### src/rtl/fp_mul_issue.sv
// ---------------------------------------------------------------------------
// fp_mul_issue
//
// Operand-issue stage in front of a sequential single-precision multiplier.
// Operand pairs arrive over a valid/ready handshake and are buffered in a
// DEPTH-entry FIFO. One pair is launched per multiply window of ISSUE_PERIOD
// cycles. The operands stay stable on mul_a/mul_b for the whole window, and
// each launch carries an incrementing tag.
//
// Optional feature macro: FP_SPECIAL_CLASS_EN
//   defined   : spec_zero/spec_inf/spec_nan classify the issued pair and are
//               registered with the operands at launch.
//   undefined : the spec_* outputs are tied to 0 and no classifier is built.
//
// Parameters
//   DEPTH        FIFO entries (power of two, >= 2)
//   ISSUE_PERIOD cycles between successive mul_start pulses (>= 2)
//   TAG_W        issue tag width
//
// Ports
//   clk        in   clock; all state changes on the rising edge
//   rst_n      in   asynchronous active-low reset
//   in_valid   in   operand pair valid
//   in_ready   out  FIFO can accept (combinational, count < DEPTH)
//   in_a/in_b  in   IEEE-754 single operands
//   mul_start  out  one-cycle launch pulse to the multiplier
//   mul_a/b    out  issued operands, held between launches
//   mul_tag    out  tag of the pair currently in the multiplier
//   busy       out  HOLD state or FIFO non-empty
//   spec_*     out  special-case class of the issued pair
// ---------------------------------------------------------------------------
module fp_mul_issue #(
    parameter int DEPTH        = 4,
    parameter int ISSUE_PERIOD = 26,
    parameter int TAG_W        = 4
) (
    input  logic             clk,
    input  logic             rst_n,
    input  logic             in_valid,
    output logic             in_ready,
    input  logic [31:0]      in_a,
    input  logic [31:0]      in_b,
    output logic             mul_start,
    output logic [31:0]      mul_a,
    output logic [31:0]      mul_b,
    output logic [TAG_W-1:0] mul_tag,
    output logic             busy,
    output logic             spec_zero,
    output logic             spec_inf,
    output logic             spec_nan
);

    localparam int PW = (DEPTH > 1) ? $clog2(DEPTH) : 1;
    localparam int CW = $clog2(DEPTH + 1);
    localparam int HW = (ISSUE_PERIOD > 2) ? $clog2(ISSUE_PERIOD) : 1;

    typedef enum logic [1:0] {
        IDLE  = 2'd0,
        HOLD  = 2'd1,
        ISSUE = 2'd2
    } state_t;

    // -----------------------------------------------------------------------
    // FIFO storage and bookkeeping
    // -----------------------------------------------------------------------
    logic [63:0]   mem [DEPTH];
    logic [PW-1:0] wr_ptr;
    logic [PW-1:0] rd_ptr;
    logic [CW-1:0] count;

    logic push;
    logic pop;

    state_t        state_q;
    state_t        state_d;
    logic [HW-1:0] hold_cnt;
    logic          launch;

    assign in_ready = (count < CW'(DEPTH));
    // A full FIFO refuses the push even when a pop happens in the same cycle.
    assign push     = in_valid && in_ready;
    assign pop      = launch;
    assign busy     = (state_q == HOLD) || (count != '0);

    // NOTE: storage has no reset; validity is tracked by count/pointers, so
    // clearing the array would only add reset fan-out.
    always_ff @(posedge clk) begin
        if (push) begin
            mem[wr_ptr] <= {in_a, in_b};
        end
    end

    // NOTE: sequential state uses non-blocking assignments so every register
    // samples the pre-edge values, independent of statement order.
    always_ff @(posedge clk or negedge rst_n) begin
        if (!rst_n) begin
            wr_ptr <= '0;
            rd_ptr <= '0;
            count  <= '0;
        end else begin
            // DEPTH is a power of two, so the pointers wrap naturally.
            if (push) wr_ptr <= wr_ptr + PW'(1);
            if (pop)  rd_ptr <= rd_ptr + PW'(1);
            unique case ({push, pop})
                2'b10:   count <= count + CW'(1);
                2'b01:   count <= count - CW'(1);
                default: count <= count;
            endcase
        end
    end

    // -----------------------------------------------------------------------
    // Issue FSM
    // -----------------------------------------------------------------------
    // NOTE: every signal written here gets a default first, so no path can
    // leave it unassigned and infer a latch.
    always_comb begin
        state_d = state_q;
        launch  = 1'b0;
        unique case (state_q)
            IDLE: begin
                if (count != '0) begin
                    launch  = 1'b1;
                    state_d = HOLD;
                end
            end
            HOLD: begin
                // The counter is leaving 1 for 0 on this edge. Deciding here,
                // rather than one cycle later, keeps launches exactly
                // ISSUE_PERIOD cycles apart (launch edge + P-1 hold edges).
                if (hold_cnt == HW'(1)) begin
                    state_d = (count != '0) ? ISSUE : IDLE;
                end
            end
            ISSUE: begin
                // Only entered with count > 0; nothing else pops the FIFO.
                launch  = 1'b1;
                state_d = HOLD;
            end
            default: begin
                state_d = IDLE;
            end
        endcase
    end

    always_ff @(posedge clk or negedge rst_n) begin
        if (!rst_n) begin
            state_q  <= IDLE;
            hold_cnt <= '0;
        end else begin
            state_q <= state_d;
            if (launch) begin
                hold_cnt <= HW'(ISSUE_PERIOD - 1);
            end else if (state_q == HOLD) begin
                hold_cnt <= hold_cnt - HW'(1);
            end
        end
    end

    // -----------------------------------------------------------------------
    // Launch registers: operands and tag change only on the launch edge.
    // -----------------------------------------------------------------------
    always_ff @(posedge clk or negedge rst_n) begin
        if (!rst_n) begin
            mul_start <= 1'b0;
            mul_a     <= '0;
            mul_b     <= '0;
            mul_tag   <= '0;
        end else begin
            mul_start <= launch;
            if (launch) begin
                mul_a   <= mem[rd_ptr][63:32];
                mul_b   <= mem[rd_ptr][31:0];
                mul_tag <= mul_tag + TAG_W'(1);
            end
        end
    end

`ifdef FP_SPECIAL_CLASS_EN
    // -----------------------------------------------------------------------
    // Special-operand classification of the head pair, captured at launch.
    // Exponent 0 counts as zero, so denormals are treated as zero.
    // -----------------------------------------------------------------------
    logic [31:0] head_a;
    logic [31:0] head_b;
    logic        a_nan, b_nan, a_inf, b_inf, a_zero, b_zero;
    logic        cls_nan, cls_inf, cls_zero;

    assign head_a = mem[rd_ptr][63:32];
    assign head_b = mem[rd_ptr][31:0];

    assign a_nan  = (head_a[30:23] == 8'hFF) && (head_a[22:0] != '0);
    assign b_nan  = (head_b[30:23] == 8'hFF) && (head_b[22:0] != '0);
    assign a_inf  = (head_a[30:23] == 8'hFF) && (head_a[22:0] == '0);
    assign b_inf  = (head_b[30:23] == 8'hFF) && (head_b[22:0] == '0);
    assign a_zero = (head_a[30:23] == 8'h00);
    assign b_zero = (head_b[30:23] == 8'h00);

    // inf x 0 is invalid and yields NaN; the priority chain keeps the three
    // flags mutually exclusive.
    assign cls_nan  = a_nan || b_nan || (a_inf && b_zero) || (b_inf && a_zero);
    assign cls_inf  = !cls_nan && (a_inf || b_inf);
    assign cls_zero = !cls_nan && !cls_inf && (a_zero || b_zero);

    always_ff @(posedge clk or negedge rst_n) begin
        if (!rst_n) begin
            spec_zero <= 1'b0;
            spec_inf  <= 1'b0;
            spec_nan  <= 1'b0;
        end else if (launch) begin
            spec_zero <= cls_zero;
            spec_inf  <= cls_inf;
            spec_nan  <= cls_nan;
        end
    end
`else
    assign spec_zero = 1'b0;
    assign spec_inf  = 1'b0;
    assign spec_nan  = 1'b0;
`endif

endmodule

### config.mk
export PLATFORM = sky130hd
export DESIGN_NAME = fp_mul_issue
export DESIGN_NICKNAME = d
export VERILOG_FILES = /design/src/rtl/fp_mul_issue.sv
export SDC_FILE = /design/constraint.sdc
export NUM_CORES = 1
export LEC_CHECK = 0
export CAP_MARGIN = 20
export CORE_ASPECT_RATIO = 1.4
export CORE_UTILIZATION = 45
export DETAILED_ROUTE_END_ITERATION = 8
export PLACE_DENSITY = 0.78
export SYNTH_ARGS = -nofsm -noshare
export SYNTH_HDL_FRONTEND = slang
export SYNTH_SLANG_ARGS = --single-unit
### constraint.sdc
create_clock -name clk -period 5.5 [get_ports clk]
set_input_delay 1.375 -clock clk [delete_from_list [all_inputs] [get_ports clk]]
set_output_delay 1.375 -clock clk [all_outputs]
set_load 0.005 [all_outputs]
==> qor.csv <==
metric,value,unit
status,finished clean,
syn_to_final_growth,21.8,%
ys_ff_latch,339,
nets,784,
diodes,0,
cpLargestDelayFamily,flip-flops,
start_util,45.7,%
cp_num_buf_inv,1,
synth_async_sr_flop_share,24.5,%
hpwl,12.6,mm
worst_path_max_delay_cell,dfrtp_1,
relSlewSlack,32.7,%
gp_congestion,0.737,
pin_count,141,
pre_cts_ws,1820,ps
cts_buffers,30,
drive_gt1_share,26.1,%
worstPathArrival,1810,ps
numClockSinks,339,
worst_slack,2320,ps
syn_avg_cell_area,22.6,µm²
crit_type,flop to output port,
gr-total-overflow,0,
synth.distinct_cells,35,
reg2reg_from,count[0],
drc,0,
p_leak,5.31,nW
cts_resized,0,
clkSlewWorstSetupHoldPaths,70,ps
final-setup-viol-count,0,
grt_pass1_vias,6165,
cts_hold_buf,0,
cts_tree,yes,
hold_path_class,flop to flop,
max-vdd-ir-drop,244,µV
ys_seq_area_share,77.2,%
hold_viol,0,
grt_setup_unrepaired,no,
drv_slew,0,
holdCritStartpoint,mul_tag[3],
drt_pass1_iterations,4,
synth-main-ff-cell,edfxtp_1,
post_cts_buffers,0,
fmax,314,MHz
grt_util_all_layers,15.8,%
finalCriticalPeriod,3180,ps
cts_buffer_depth,3,
r2r_end,count[2],
max-cap-violations,0,
power-per-cell-area,524,nW/µm²
placed_area,14400,µm²
die_area,28800,µm²
antenna_left,0,
r2r.worst_path.cells,9,
synth_area,12600,µm²
via_per_inst,5.14,
hold_end,mul_tag[3],
port_buffers,137,
coreArea,27700,µm²
slowest_delay,450,ps
drt-initial-drc-count,242,
crit_fanout,4,
postRouteWirelength,21.7,mm
period_share,57.8,%
synthCells,560,
synth_edf_count,256,
crit_required,4120,ps
die_x,144,µm
path_cells,nor3_1 -> nand2_1 -> clkdlybuf4s50_1,
clkLatencyLatePin,540,ps
worst_pin_slew,1010,ps
hold_depth,1,
clockRootBuffer,clkbuf_16,
cts_max_level,1,
grt_start_max_net_pins,66,
rows,72,
wl_per_cell,19.7,µm
setup_tns,0,ps
fin_total_pwr,8.07,mW
r2r_setup_slack,2890,ps
clock_skew,14.2,ps
critPathCaptureType,output port,
grt_antenna_before_repair,0,
grt_pass1_wl,34.3,mm
design_area,15400,µm²
ys_warn_count,0,
critPathLaunchType,flop,
num_vias,5660,
die_h,200,µm
placed cells by master, fill, tap and decap left out, types with 5 or more instances in the layout:
cell type          n
nand2_1            5
mux2_4            20
clkbuf_16         31
xnor2_1            6
clkdlybuf4s50_1  136
mux4_2            64
inv_1              9
ha_1               8
mux2_2            45
dfrtp_1           81
xor2_1             5
clkbuf_1           5
edfxtp_1         256
logic make-up (layout without fill, tap and decap cells):
logic type                 after synthesis  after routing  synth area share (%)
other                                    1              3                0.0296
AOI/OAI and AO/OA                        4              4                 0.228
buffers and inverters                   36            206                  1.52
muxes                                  130            130                  17.9
and+or+nand+nor                         30             30                  1.45
adders and majority gates                9              9                 0.950
DFF                                    339            339                  77.2
xor gates and xnor gates                11             11                 0.762
routing by layer:
layer | global-route usage, % | vias to the layer above | wire [µm]
li1 | - | 2529 | -
met1 | 20.5 | 2977 | 9020
met2 | 27.7 | 126 | 11400
met3 | 2.77 | 28 | 951
met4 | 3.50 | 0 | 293
met5 | 0 | - | 0
registers in the layout, summed over array words and instances (netlist names):
signal,cells
mul_b,32
mem,256
hold_cnt,5
mul_start,1
wr_ptr,2
count,3
mul_a,32
mul_tag,4
state_q,2
rd_ptr,2
Yosys cell counts, drive strengths merged, types with 2 or more instances:
cell	count	area (µm²)
edfxtp	256	7690
dfrtp	83	2080
mux2	65	807
mux4	64	1440
buf	19	126
inv	10	40.0
ha	8	100
clkbuf	7	26.3
xnor2	6	52.6
nand2	5	18.8
xor2	5	43.8
and2	4	25.0
nor3	4	20.0
nand3	3	15.0
nor2	3	11.3
nand3b	2	15.0
nor2b	2	12.5
nor3b	2	15.0
through the flow:
stage	hold WS (ps)	std cells	utilization, %
6_report	463	1102	55.7
5_1_grt	493	1102	55.7
4_1_cts	470	1102	55.7
3_5_place_dp	457	1046	52.0
3_3_place_gp	459	1046	52.0
2_1_floorplan	465	562	-
worst reg2reg max path: cells and delay by family, from the launching register on:
family                   cells  cell delay (ps)
adder cells (fa/ha/maj)      2              670
flip-flops                   1              450
XOR/XNOR                     2              270
AND/OR/NAND/NOR              3              560
buffers and inverters        2              580
where the power goes:
part	internal [mW]	switching (mW)
clock network	1.23	0.888
registers	3.37	0.470
logic	1.37	0.733
total	5.97	2.09
final cells by class:
| type | instances | area (µm²) |
|---|---|---|
| Multi-Input combinational cell | 187 | 2710 |
| Sequential cell | 339 | 9770 |
| Clock buffer | 40 | 850 |
| Fill cell | 2072 | 12300 |
| Clock inverter | 16 | 175 |
| Inverter | 10 | 40.0 |
| Tap cell | 370 | 463 |
| Timing Repair Buffer | 140 | 1390 |
worst max-delay path by stage:
stage | start | to | slack, ps | cells after the start
4_1_cts | count[0] | busy | 2270 | 3
6_report | count[0] | busy | 2320 | 3
3_5_place_dp | in_valid | mem[0][10] | 1820 | 3
3_3_place_gp | in_valid | mem[2][12] | 1860 | 3
5_1_grt | count[0] | busy | 2180 | 3
2_1_floorplan | in_valid | mem[0][0] | 1820 | 3
Note: power is estimated with default switching activity, not from simulation.
